===== src/rtl/axi4_lite_mem_bridge.sv =====
`default_nettype none
// ============================================================================
//  Module   : axi4_lite_mem_bridge
//  Purpose  : Turns the CPU native memory port (valid/ready) into single
//             AXI4-lite read or write transactions, one outstanding at a time,
//             with a sticky per-transaction stall watchdog.
//  Revision : 1.0  initial release
// ============================================================================
module axi4_lite_mem_bridge #(
  parameter int TIMEOUT_CYCLES = 256
) (
  input  logic        clk,
  input  logic        resetn,
  // CPU native port
  input  logic        mem_valid,
  input  logic        mem_instr,
  input  logic [31:0] mem_addr,
  input  logic [31:0] mem_wdata,
  input  logic [3:0]  mem_wstrb,
  output logic        mem_ready,
  output logic [31:0] mem_rdata,
  // AXI4-lite write address
  output logic        mem_axi_awvalid,
  input  logic        mem_axi_awready,
  output logic [31:0] mem_axi_awaddr,
  output logic [2:0]  mem_axi_awprot,
  // AXI4-lite write data
  output logic        mem_axi_wvalid,
  input  logic        mem_axi_wready,
  output logic [31:0] mem_axi_wdata,
  output logic [3:0]  mem_axi_wstrb,
  // AXI4-lite write response
  input  logic        mem_axi_bvalid,
  output logic        mem_axi_bready,
  // AXI4-lite read address
  output logic        mem_axi_arvalid,
  input  logic        mem_axi_arready,
  output logic [31:0] mem_axi_araddr,
  output logic [2:0]  mem_axi_arprot,
  // AXI4-lite read data
  input  logic        mem_axi_rvalid,
  output logic        mem_axi_rready,
  input  logic [31:0] mem_axi_rdata,
  // Watchdog
  output logic        timeout_err
);

  localparam int CW = (TIMEOUT_CYCLES > 0) ? $clog2(TIMEOUT_CYCLES + 1) : 1;

  typedef enum logic [1:0] {
    S_IDLE  = 2'd0,
    S_READ  = 2'd1,
    S_WRITE = 2'd2,
    S_DONE  = 2'd3
  } state_t;

  state_t r_state;

  // A channel is "ok" once its address/data phase is finished or finishes on
  // this edge; responses are only taken when every request phase is ok, so a
  // response that arrives too early is simply ignored.
  logic w_aw_ok;
  logic w_w_ok;
  logic w_ar_ok;
  logic w_b_take;
  logic w_r_take;

  assign w_aw_ok  = ~mem_axi_awvalid | mem_axi_awready;
  assign w_w_ok   = ~mem_axi_wvalid  | mem_axi_wready;
  assign w_ar_ok  = ~mem_axi_arvalid | mem_axi_arready;
  assign w_b_take = mem_axi_bvalid & mem_axi_bready & w_aw_ok & w_w_ok;
  assign w_r_take = mem_axi_rvalid & mem_axi_rready & w_ar_ok;

  // Transaction sequencer: issues the AXI request, waits for the response, pulses mem_ready
  always_ff @(posedge clk or negedge resetn) begin
    if (!resetn) begin
      r_state         <= S_IDLE;
      mem_ready       <= 1'b0;
      mem_rdata       <= 32'd0;
      mem_axi_awvalid <= 1'b0;
      mem_axi_awaddr  <= 32'd0;
      mem_axi_awprot  <= 3'd0;
      mem_axi_wvalid  <= 1'b0;
      mem_axi_wdata   <= 32'd0;
      mem_axi_wstrb   <= 4'd0;
      mem_axi_bready  <= 1'b0;
      mem_axi_arvalid <= 1'b0;
      mem_axi_araddr  <= 32'd0;
      mem_axi_arprot  <= 3'd0;
      mem_axi_rready  <= 1'b0;
    end else begin
      case (r_state)
        S_IDLE: begin
          mem_ready <= 1'b0;
          // mem_ready still high means the core has not yet seen completion;
          // its held request must not start a second transaction.
          if (mem_valid && !mem_ready) begin
            if (mem_wstrb != 4'b0000) begin
              mem_axi_awvalid <= 1'b1;
              mem_axi_awaddr  <= mem_addr;
              mem_axi_awprot  <= {mem_instr, 2'b00};
              mem_axi_wvalid  <= 1'b1;
              mem_axi_wdata   <= mem_wdata;
              mem_axi_wstrb   <= mem_wstrb;
              mem_axi_bready  <= 1'b1;
              r_state         <= S_WRITE;
            end else begin
              mem_axi_arvalid <= 1'b1;
              mem_axi_araddr  <= mem_addr;
              mem_axi_arprot  <= {mem_instr, 2'b00};
              mem_axi_rready  <= 1'b1;
              r_state         <= S_READ;
            end
          end
        end
        S_READ: begin
          if (mem_axi_arready) begin
            mem_axi_arvalid <= 1'b0;
          end
          if (w_r_take) begin
            mem_rdata       <= mem_axi_rdata;
            mem_axi_arvalid <= 1'b0;
            mem_axi_rready  <= 1'b0;
            r_state         <= S_DONE;
          end
        end
        S_WRITE: begin
          if (mem_axi_awready) begin
            mem_axi_awvalid <= 1'b0;
          end
          if (mem_axi_wready) begin
            mem_axi_wvalid <= 1'b0;
          end
          if (w_b_take) begin
            mem_axi_awvalid <= 1'b0;
            mem_axi_wvalid  <= 1'b0;
            mem_axi_bready  <= 1'b0;
            r_state         <= S_DONE;
          end
        end
        S_DONE: begin
          mem_ready <= 1'b1;
          r_state   <= S_IDLE;
        end
        default: begin
          r_state <= S_IDLE;
        end
      endcase
    end
  end

  generate
    if (TIMEOUT_CYCLES > 0) begin : g_wdog
      localparam logic [CW-1:0] C_LIMIT = CW'(TIMEOUT_CYCLES);
      localparam logic [CW-1:0] C_LAST  = CW'(TIMEOUT_CYCLES - 1);
      localparam logic [CW-1:0] C_ONE   = CW'(1);

      logic [CW-1:0] r_wd_cnt;

      // Stall watchdog: counts cycles spent waiting on the slave, flag is sticky
      always_ff @(posedge clk or negedge resetn) begin
        if (!resetn) begin
          r_wd_cnt    <= '0;
          timeout_err <= 1'b0;
        end else if (r_state == S_IDLE) begin
          r_wd_cnt <= '0;
        end else if ((r_state == S_READ || r_state == S_WRITE) && r_wd_cnt != C_LIMIT) begin
          r_wd_cnt <= r_wd_cnt + C_ONE;
          if (r_wd_cnt == C_LAST) begin
            timeout_err <= 1'b1;
          end
        end
      end
    end else begin : g_no_wdog
      // Watchdog disabled: flag never sets
      always_ff @(posedge clk or negedge resetn) begin
        if (!resetn) begin
          timeout_err <= 1'b0;
        end else begin
          timeout_err <= 1'b0;
        end
      end
    end
  endgenerate

endmodule
`default_nettype wire


===== config.mk =====
export PLATFORM = sky130hd
export DESIGN_NAME = axi4_lite_mem_bridge
export DESIGN_NICKNAME = d
export VERILOG_FILES = /design/src/rtl/axi4_lite_mem_bridge.sv
export SDC_FILE = /design/constraint.sdc
export NUM_CORES = 1
export LEC_CHECK = 0
export BUFFER_PORTS_ARGS = -buffer_cell sky130_fd_sc_hd__buf_2
export CAP_MARGIN = 20
export CORE_MARGIN = 2
export CORE_UTILIZATION = 40
export CTS_BUF_LIST = sky130_fd_sc_hd__clkbuf_8 sky130_fd_sc_hd__clkbuf_16
export CTS_CLUSTER_SIZE = 30
export DETAILED_ROUTE_END_ITERATION = 10
export GPL_TIMING_DRIVEN = 0
export PLACE_DENSITY = 0.69
export SYNTH_ARGS = -nofsm -noshare
export SYNTH_HDL_FRONTEND = slang
export SYNTH_SLANG_ARGS = --single-unit

===== constraint.sdc =====
create_clock -name clk -period 4 [get_ports clk]
set_input_delay 0.2 -clock clk [delete_from_list [all_inputs] [get_ports clk]]
set_output_delay 0.2 -clock clk [all_outputs]
set_load 0.05 [all_outputs]

==> results of run 1 <==
## registers in the layout, summed over array words and instances, names as in the netlist, 2 cells and up
signal	count
mem_axi_araddr	32
mem_axi_awaddr	32
mem_axi_wdata	32
mem_rdata	32
g_wdog.r_wd_cnt	9
mem_axi_wstrb	4
r_state	2
## cell usage in the layout (no fill, tap or decap), types with 3 or more instances in the layout
cell / instances
clkbuf_8: 7
o21ai_0: 5
clkbuf_16: 17
nand3_1: 3
clkinv_2: 4
ha_1: 7
nor2_1: 11
buf_4: 4
conb_1: 4
o2bb2ai_1: 3
nand2b_1: 4
mux2_2: 136
buf_2: 251
clkinv_4: 3
xor2_1: 4
nand2_1: 7
a21oi_1: 4
dfrtp_1: 152
inv_1: 12
buf_6: 5
dlygate4sd3_1: 43
## where the power goes
group | switching [W] | internal (W) | total, W
registers | 0.000000334 | 0.00154 | 0.00154
clock network | 0.000614 | 0.000927 | 0.00154
logic | 0.0000680 | 0.0000727 | 0.000141
total | 0.000682 | 0.00254 | 0.00322
## worst paths after layout
check | from | end | slack [ns]
max | r_state[0] | mem_axi_wdata[13] | 1.73
min | mem_axi_rdata[26] | mem_rdata[26] | 0.02
max reg2reg | r_state[0] | mem_axi_wdata[13] | 1.73
min reg2reg | timeout_err | timeout_err | 0.48
max in group asynchronous | resetn | mem_rdata[27] | 2.79
min in group asynchronous | resetn | mem_axi_wdata[17] | 0.42
## Yosys cell counts (3+ instances only)
cell type | n | area [um2]
xor2_1 | 4 | 35.0
dfrtp_1 | 152 | 3800
nand2_1 | 7 | 26.3
mux2_2 | 136 | 1530
o2bb2ai_1 | 3 | 26.3
o21ai_0 | 5 | 25.0
buf_6 | 4 | 45.0
a21oi_1 | 4 | 20.0
inv_1 | 9 | 33.8
buf_4 | 4 | 30.0
clkbuf_8 | 6 | 82.6
nor2_1 | 11 | 41.3
nand2b_1 | 4 | 25.0
nand3_1 | 3 | 15.0
buf_2 | 3 | 15.0
ha_1 | 7 | 87.6
## logic make-up after synthesis
| family | count (synthesis) |
|---|---|
| AOI/OAI and AO/OA | 20 |
| xor gates and xnor gates | 6 |
| adders and majority gates | 7 |
| buffers and inverters | 27 |
| DFF | 152 |
| muxes | 138 |
| other | 1 |
| and+or+nand+nor | 39 |
## metal layers
layer	routed length, um	vias to the layer above	global-route usage
met2	7320	203	0.318
li1	-	1992	-
met1	5780	2120	0.217
met4	366	0	0.0769
met5	0	-	0
met3	1170	25	0.0670
## stage by stage
step | instances | setup WS (ns) | utilization | power, W | cell area [um2]
CTS | 902 | 1.67 | 0.586 | 0.00326 | 8590
finish | 902 | 1.73 | 0.586 | 0.00322 | 8590
global placement | 826 | 0.686 | 0.516 | 0.00167 | 7550
global route | 902 | 1.49 | 0.586 | 0.00334 | 8590
floorplan | 393 | 2.09 | - | 0.00158 | 6070
detailed placement | 827 | 1.68 | 0.518 | 0.00168 | 7580
## what timing repair did
action,in CTS,in global routing
hold buffers,43,0
resized for setup,0,0
endpoints found under the hold margin,127,0
## layout make-up
type,count,area (um2)
Fill cell,1153,6060
Sequential cell,152,3800
Multi-Input combinational cell,214,2060
Timing Repair Buffer,293,1710
Clock buffer,18,439
Tap cell,184,230
Buffer,18,176
Clock inverter,14,134
Inverter,9,33.8
==> metrics, run 1 <==
Min-Delay Path Class in -> reg; Vias roughly 4300; VDD IR-drop max between 200 and 300 uV; critical-path cell list inv_1 > ha_1 > nand3b_1 > nor2_2 > clkbuf_8 > mux2_2; fin crit period between 2 and 2.5 ns; CP max stage delay ~0.5 ns; gr usage total 0.187; total CTS buffers 17; Critical Path Source Type flip-flop; Lkg Pwr a little under 5 nW; area growth from synthesis to layout 41.7%; proportion of synthesized area in mux cells 0.256; Hold Path Depth 2; CTS HTree Levels 4; WS Path Type reg -> reg; via density per instance approximately 4.8; CP Capture Type flip-flop; # IOs ~250; share of layout cells above drive strength 1 0.607; Core ar. between 10000 and 15000 um2; hpwl dp 10.6 mm; setup TNS 0 ns; Unique masters post-synth 36; Gate Count Post-Synth between 300 and 400; final max-slew violation count 0; pwr/cell area approximately 370 nW/um2; predominant post-synthesis flop cell dfrtp_1; Clock Latency Late Sink 0.42 ns; Synth Area in Adders 0.0144; Levels on crit path 6; Final Hold Slack roughly 0.017 ns; Worst Max-Slew Pin Slew approximately 0.80 ns; relative slew slack 0.470; slowest cell on the critical path nor2_2; Nets 821; clock tree buffer depth 2; Synth Area in Compound Gates 0.0223; Die X about 130 um; drt total wl 14.6 mm; Initial DRT Pass Iterations 5; # rows 44; Ant. Diodes 0; worst r2r path cells 6; first-pass GRT wire length 23.6 mm; Seq cells post-synth roughly 150; crit path DAT roughly 2.6 ns; die area roughly 16000 um2; Final Cycle Share 0.567; RSZ-0062 raised after global routing false; CTS tree done; largest family of logic cells by synthesized area multiplexers; Ys Warns 0; Max Fanout on Critical Path 10; Post-CTS Setup Inserts 0; Starting Density 0.414; Synth Cell Area 6060 um2; wire length per cell around 16 um; post-synthesis simple-gate area fraction 0.0359; post-route ant nets 0; status finished clean; Die Ht 127 um; Post-synth EDFFs 0; Worst EP required 4.30 ns; global route overflow 0; vias in the first global route ~4700; DRC viols 0; Buf/Inv on CP 2; syn avg cell area roughly 16 um2; fmax ~440 MHz; DR iter-0 viols about 150; clock skew between 0.005 and 0.006 ns; sequential fraction of the synthesis area 0.627; largest net degree at the start of global routing 87; IO buf count 249; clock tree root buffer cell clkbuf_16; xor/xnor cell area share of the yosys netlist 0.00867; final hold vios 0; CP top delay family simple AND/OR/NAND/NOR gates; ys async rst share 1.00; routability congestion estimate 0.755; initial antenna violation count 0; max-cap violations 0; # clock sinks ~150; Reg clk slew, reported paths around 0.06 ns; final setup vio count 0
Power figures use the tool's default switching activity.
==> run 2: changes to the inputs <==
==> constraint.sdc (replaced) <==
create_clock -name clk -period 2.4 [get_ports clk]
set_input_delay 0.12 -clock clk [delete_from_list [all_inputs] [get_ports clk]]
set_output_delay 0.12 -clock clk [all_outputs]
set_load 0.05 [all_outputs]
==> run 2 against run 1 <==
  * Clock skew rose by 0.00083 ns
  * Routed wire length rose by 7.3%
  * Via count rose by 5.8%
  * Setup slack got worse by 1.4 ns
  * Largest cell class unchanged
==> metrics, run 2 (synthesis gave the netlist of run 1 again) <==
gr usage total 0.199 (+0.0122); Die X 127 um (unchanged); most frequent cells in the layout buf_2, dfrtp_1, mux2_2; Ant. Diodes 0 (unchanged); Final Cycle Share 0.866 (+0.298); Post-CTS Setup Inserts 0 (unchanged); largest net degree at the start of global routing 87 (unchanged); clock skew 0.00663 ns (+0.000827 ns); post-route ant nets 0 (unchanged); hpwl dp 10.6 mm (unchanged); VDD IR-drop max 416 uV (+66%); final max-slew violation count 0 (unchanged); total chip power 0.00544 W (+69%); total CTS buffers 17 (unchanged); pwr/cell area 592 nW/um2 (+58%); commonest non-fill, non-tap cell in the layout buf_2; WS Path Type reg -> reg; Vias 4593 (+5.8%); Final Hold Slack 0.0477 ns (+0.0307 ns); fmax 481 MHz (+9.2%); Starting Density 0.414 (unchanged); post-route insts no fill 963 (+6.8%); relative slew slack 0.471 (+0.00133); Core ar. 14600 um2 (unchanged); Initial DRT Pass Iterations 4 (-1); routability congestion estimate 0.755 (unchanged); Max Fanout on Critical Path 10 (unchanged); # IOs 254 (unchanged); share of layout cells above drive strength 1 0.560 (-0.0476); Clock Latency Late Sink 0.42 ns (about the same); CP Capture Type flip-flop; status finished clean; clock tree root buffer cell clkbuf_16; global route overflow 0 (unchanged); vias in the first global route 5045 (+8.1%); final hold vios 0 (unchanged); # clock sinks 152 (unchanged); Placed Cells 827 (unchanged); via density per instance 4.77 (-0.87%); final setup vio count 0 (unchanged); max-cap violations 0 (unchanged); initial antenna violation count 0 (unchanged); clock tree buffer depth 2 (unchanged); drt total wl 15.7 mm (+7.3%); DRC viols 0 (unchanged); crit path DAT 2.38 ns (-0.19 ns); CTS HTree Levels 4 (unchanged); Worst EP required 2.70 ns (-1.60 ns); Lkg Pwr 5.16 nW (+5.2%); area growth from synthesis to layout 51.8%; CTS tree done; RSZ-0062 raised after global routing false; # rows 44 (unchanged); first-pass GRT wire length 25.2 mm (+6.9%); setup TNS 0 ns (unchanged); Reg clk slew, reported paths 0.06 ns (about the same); IO buf count 249 (unchanged); fin crit period 2.08 ns (-0.192 ns); Worst Max-Slew Pin Slew 0.786 ns (-0.00924 ns); Min-Delay Path Class in -> reg; die area 16200 um2 (unchanged); Die Ht 127 um (unchanged); Critical Path Source Type flip-flop; Nets 882 (+7.4%); wire length per cell 16.3 um (+0.49%); DR iter-0 viols 153 (+3.4%)
run 2: cell count changes in the layout (fill, tap and decap cells not counted), sizes merged:
cell         change
dlygate4sd3     +61
run 2: per-layer routing:
metal	routed length (um)	GRT usage
met1	6090	0.223
met2	7910	0.347
met3	1210	0.0708
met4	474	0.0840
met5	0	0
run 2: final timing paths:
| path | from | endpoint | slack, ns | cells after the start |
|---|---|---|---|---|
| setup / recovery | r_state[0] | mem_axi_wdata[13] | 0.32 | 6 |
| hold / removal | mem_wstrb[3] | mem_axi_wstrb[3] | 0.05 | 2 |
| setup reg to reg | r_state[0] | mem_axi_wdata[13] | 0.32 | 6 |
| hold reg to reg | timeout_err | timeout_err | 0.48 | 1 |
| max in group asynchronous | resetn | mem_rdata[27] | 1.26 | 3 |
| min in group asynchronous | resetn | mem_axi_wdata[28] | 0.35 | 2 |
run 2: power breakdown:
part	internal, W	switching (W)	leakage (nW)	total (W)
clock network	0.00154	0.00102	0.294	0.00256
logic	0.000186	0.000131	2.76	0.000317
registers	0.00256	0.000000572	2.10	0.00256
total	0.00429	0.00115	5.16	0.00544
run 2: cell type report:
class                           count  area [um2]
Buffer                             18         176
Clock buffer                       18         439
Tap cell                          184         230
Sequential cell                   152        3800
Clock inverter                     14         134
Fill cell                        1067        5440
Multi-Input combinational cell    214        2060
Timing Repair Buffer              354        2320
Inverter                            9        33.8
run 2: per-stage QoR:
step	worst slack [ns]	util	cell area, um2
floorplan	0.486	-	6070
global placement	-0.834	0.516	7550
detailed placement	0.0839	0.518	7580
CTS	0.0703	0.628	9200
global route	0.104	0.628	9200
finish	0.323	0.628	9200
run 2: worst max-delay path: stages, from the launching register on:
cell,delay (ns)
dfrtp_1,0.41
inv_1,0.10
ha_1,0.28
nand3b_1,0.21
nor2_4,0.34
clkbuf_8,0.26
mux2_2,0.35
run 2: what timing repair did:
item | 4_1_cts | 5_1_grt
hold endpoints to repair | 220 | 0
hold buffers | 104 | 0
setup endpoints to repair | 0 | 67
gates resized for setup | 0 | 1
